**config.mk**
```make
export PLATFORM = sky130hd
export DESIGN_NAME = reg32_dec_unit
export DESIGN_NICKNAME = d
export VERILOG_FILES = /design/src/rtl/reg32_dec_unit.sv
export SDC_FILE = /design/constraint.sdc
export NUM_CORES = 1
export LEC_CHECK = 0
export ABC_CLOCK_PERIOD_IN_PS = 1920
export CORE_MARGIN = 2
export CORE_UTILIZATION = 36
export DETAILED_ROUTE_END_ITERATION = 10
export GPL_ROUTABILITY_DRIVEN = 0
export GPL_TIMING_DRIVEN = 0
export PLACE_DENSITY = 0.84
export SYNTH_ARGS = -nofsm -noshare
export SYNTH_HDL_FRONTEND = slang
export SYNTH_SLANG_ARGS = --single-unit
```
**constraint.sdc**
```tcl
create_clock -name C -period 1.92 [get_ports C]
set_input_delay 0.384 -clock C [delete_from_list [all_inputs] [get_ports C]]
set_output_delay 0.384 -clock C [all_outputs]
set_load 0.03 [all_outputs]
```
**src/rtl/reg32_dec_unit.sv**
```systemverilog
// reg32_dec_unit: 32-bit load-enabled register (async active-high reset) plus 5-to-32 one-hot decoder.
// Define REG_DEC_ENABLE_EN to add decoder enable input E; otherwise the decoder is always enabled.
module reg32_dec_unit #(
  parameter int DATA_W = 32,
  parameter int SEL_W  = 5
) (
  input  logic                  C,
  input  logic                  R,
  input  logic [DATA_W-1:0]     D,
  input  logic                  L,
  output logic [DATA_W-1:0]     Q,
  input  logic [SEL_W-1:0]      I,
`ifdef REG_DEC_ENABLE_EN
  input  logic                  E,
`endif
  output logic [(1<<SEL_W)-1:0] De
);
  localparam int OUT_W = 1 << SEL_W;
  logic [DATA_W-1:0] r_q;
  logic [OUT_W-1:0]  w_dec;
  always_ff @(posedge C or posedge R)
    if (R) r_q <= '0;
    else if (L) r_q <= D;
  assign w_dec = OUT_W'(1) << I;
  assign Q = r_q;
`ifdef REG_DEC_ENABLE_EN
  assign De = E ? w_dec : '0;
`else
  assign De = w_dec;
`endif
endmodule

```
==> results by stage <==
Synth:
- Counting instances in the post-synthesis netlist gives the leading cell types as dfrtp_1, nor2_1, mux2_2.
- The synthesized design contains 32 register bits.
- The cell count after synthesis came out at 116.
- The total of warnings raised by yosys is 0.
- The share of synthesized area in the top cell type comes to 0.5694.
- The number of different library cells in the post-synthesis netlist is 15.
- For this run, the leading register cell type out of synthesis is dfrtp_1.
- The register area share after synthesis is 0.5694.
- Sorting the synthesized cells by area gives the leading types as dfrtp_1, mux2_2, nor2_1.
- The fraction of registers with async set/reset is 1.000.
- The number of nets in the synthesized netlist is ~160.
- Summed over all instances, the cell type with the most area after synthesis is dfrtp_1.
- The count of flip-flops with a built-in enable after synthesis is 0.
- The post-synthesis instance area is 1406 um^2.
- The synthesized area divided by synthesized cell count is 12.12 um^2.

Critical path:
- The number of buffer and inverter stages on the critical path is 2.
- The delay of the slowest cell on the worst path is 440 ps.
- The worst register-to-register path has a depth of 1.
- The kind of launch point of the worst setup path is a primary input.
- The worst path arrival time is 1480 ps.
- At the worst endpoint, the required time is 1540 ps.
- STA classifies the critical path endpoint as a primary output.
- The maximum fanout along the worst path is 8.
- The classification of the worst setup path is primary input to primary output.
- Walking the worst path, the cells encountered are dlygate4sd2_1 > or3b_4 > nor2_1 > buf_2.
- The logic depth of the worst setup path including buffers is 4.
- The slowest cell on the critical path is or3b_4.
- The terminus of the critical flop-to-flop path is Q[6].
- The family with the most delay on the worst path is buffers and inverters.
- Across all register-to-register paths, the minimum setup slack is 1120 ps.
- The startpoint identified for the worst register-to-register timing path is Q[6].

Clock network:
- The clock reaches the later pin of the worst-skew pair after roughly 280 ps.
- The clock edge transition at the registers on the reported setup and hold paths is 60 ps.
- TritonCTS created 5 clock buffers.
- The clock drives 32 sinks.
- The clock tree from TritonCTS is done.
- The clock tree synthesis step divided the H-tree into 2 levels.
- The root buffer cell is clkbuf_8.
- The maximum buffer depth of the clock tree is 2.
- After clock tree synthesis, the flow added hold-fix buffers numbering 0.

Layout:
- The flip-flop count of the largest register after layout is 32.
- The finished layout holds approximately 270 standard cells, fillers aside.
- 0 antenna diodes ended up in the layout.
- The layout overhead on the synthesized area is 81.32%.
- Of the cells placed in the final design, the portion with a size suffix greater than 1 is 0.3661.
- The final layout net count is 263.

STA:
- The hold violation total from the final report is 0.
- Setup repair after global routing could not meet its margin everywhere.
- In the finished design, the share of the clock period the worst path needs comes to 0.9732.
- For the pin with the worst max-slew slack, the measured transition is 572.5 ps.
- On the final layout, the worst clock skew is 0 ps.
- The worst hold margin is 435.2 ps.
- The post-route worst setup slack is approximately 51 ps.
- Headroom to the max-slew limit came out at 0.6179.
- The count of pins over their slew limit is 0.
- Setup violations remaining at the end of the flow were counted as 0.
- The aggregate negative setup slack is 0 ps.
- The timing-limited maximum frequency is 0.5352 GHz.
- The smallest clock period supported by the final layout is computed as 1869 ps.

Routing:
- The final layout contains routed wiring with a total length of around 3.9 mm.
- The routed via count is roughly 1300.
- The first-pass iteration count of the detailed router is 4.
- The post-route antenna net violation count is 0.
- The initial detailed-routing violation count is 39.
- Dividing the detail-routed wire length by the instance count gives 14.42 um.
- The number of DRC violations after detailed routing is 0.
- The vias per cell is about 4.8.

Placement:
- Prior to clock tree synthesis, the placed netlist has a worst setup slack of -686.9 ps.
- The quantity of I/O buffers inserted on ports is 102.
- Once placement completed, the tool counted placed cells totaling 266.
- The half-perimeter wire length after detailed placement is between 3 and 4 mm.

GRT:
- The largest net degree at the start of global routing is 33.
- The first global-routing pass estimated 6.072 mm of wire.
- The via count of the first global-routing pass was 1316.
- Summed over all layers, the global routing overflow is 0.
- The initial antenna violation count is 0.
- The global-route usage over all layers is 0.1893.

Worst hold path:
- The worst hold path passes through 2 cells.
- The startpoint of the tightest hold check path is L.
- In this run the worst hold path is classified as primary input to register.
- The endpoint of the worst hold path is Q[12].

Floorplan:
- Measured along the y axis, the die boundary spans 66.50 um.
- The x dimension of the die is 66.50 um.
- roughly 100 I/O pins were placed.
- The floorplan core area is 3716 um^2.
- The initial utilization of the core area, before any placement, comes to 0.3785.
- The floorplan step defined a die boundary enclosing approximately 4400 um^2.
- After floorplanning, the core was divided into 22 placement rows.

Power:
- The power density over the cells is 723.7 nW/um^2.
- The design draws approximately 0.0018 W.
- Across the VDD grid, the largest voltage drop is approximately 0.3 mV.
- The leakage power summed over all cells is 1.121 nW.

Job:
- Across the run, the number of max-cap violations was 0.

Outcome:
- The flow ran to the end, and the final reports show no timing, DRC or antenna violations.
routing by layer:
| layer | track usage | share of wire | vias to the layer above |
|---|---|---|---|
| met4 | 0.07653 | 0.018 | 0 |
| met2 | 0.3413 | 0.49 | 78 |
| met5 | 0 | 0 | - |
| met3 | 0.08615 | 0.12 | 8 |
| li1 | - | - | 603 |
| met1 | 0.1863 | 0.37 | 603 |
cell usage in the layout (no fill, tap or decap), types with 2 or more instances in the layout:
cell | Yosys | final
buf_2 | 0 | 17
buf_4 | 3 | 5
clkbuf_8 | 0 | 6
clkdlybuf4s15_2 | 0 | 12
clkdlybuf4s50_1 | 0 | 65
clkinv_2 | 0 | 2
dfrtp_1 | 32 | 32
dlygate4sd2_1 | 0 | 3
dlymetal6s2s_1 | 0 | 2
mux2_1 | 2 | 2
mux2_2 | 30 | 30
nand2b_4 | 0 | 2
nand3b_1 | 3 | 3
nor2_1 | 32 | 32
or3b_4 | 0 | 2
power by group:
part	switching [W]	internal, W	total [W]
Clock	0.000238	0.000285	0.000524
Sequential	0.0000326	0.000742	0.000775
Combinational	0.000278	0.000269	0.000547
worst max-delay path by stage:
stage          startpoint     end  slack, ps
2_1_floorplan        I[2]   De[0]        280
3_3_place_gp         I[0]  De[13]       -660
3_5_place_dp         I[0]  De[13]       -690
4_1_cts              I[2]  De[11]       -100
5_1_grt              I[1]  De[24]         -8
6_report             I[0]  De[13]         50
cell families (layout without fill, tap and decap cells):
family	Yosys count	after routing	share of synthesized area
buffers and inverters	8	116	0.03024
flip-flops	32	32	0.5694
multiplexers	32	32	0.2562
AND/OR/NAND/NOR	44	44	0.1441
timing repair:
item / in CTS / in global routing
resized for setup: 145 / 8
buffers inserted: 0 / 0
setup endpoints to repair: 32 / 28
hold endpoints to repair: 0 / 0
stage by stage:
step	instance area [um^2]	util
2_1_floorplan	1406	-
3_3_place_gp	2487	0.6694
3_5_place_dp	2487	0.6694
4_1_cts	2497	0.6721
5_1_grt	2550	0.6862
6_report	2550	0.6862
area by class of cell:
class	count	area, um^2
Clock buffer	6	82.58
Inverter	1	3.754
Fill cell	293	1166
Sequential cell	32	800.8
Buffer	4	27.53
Tap cell	48	60.06
Multi-Input combinational cell	76	593.1
Timing Repair Buffer	103	972.2
Clock inverter	2	10.01
Power figures use the tool's default switching activity.
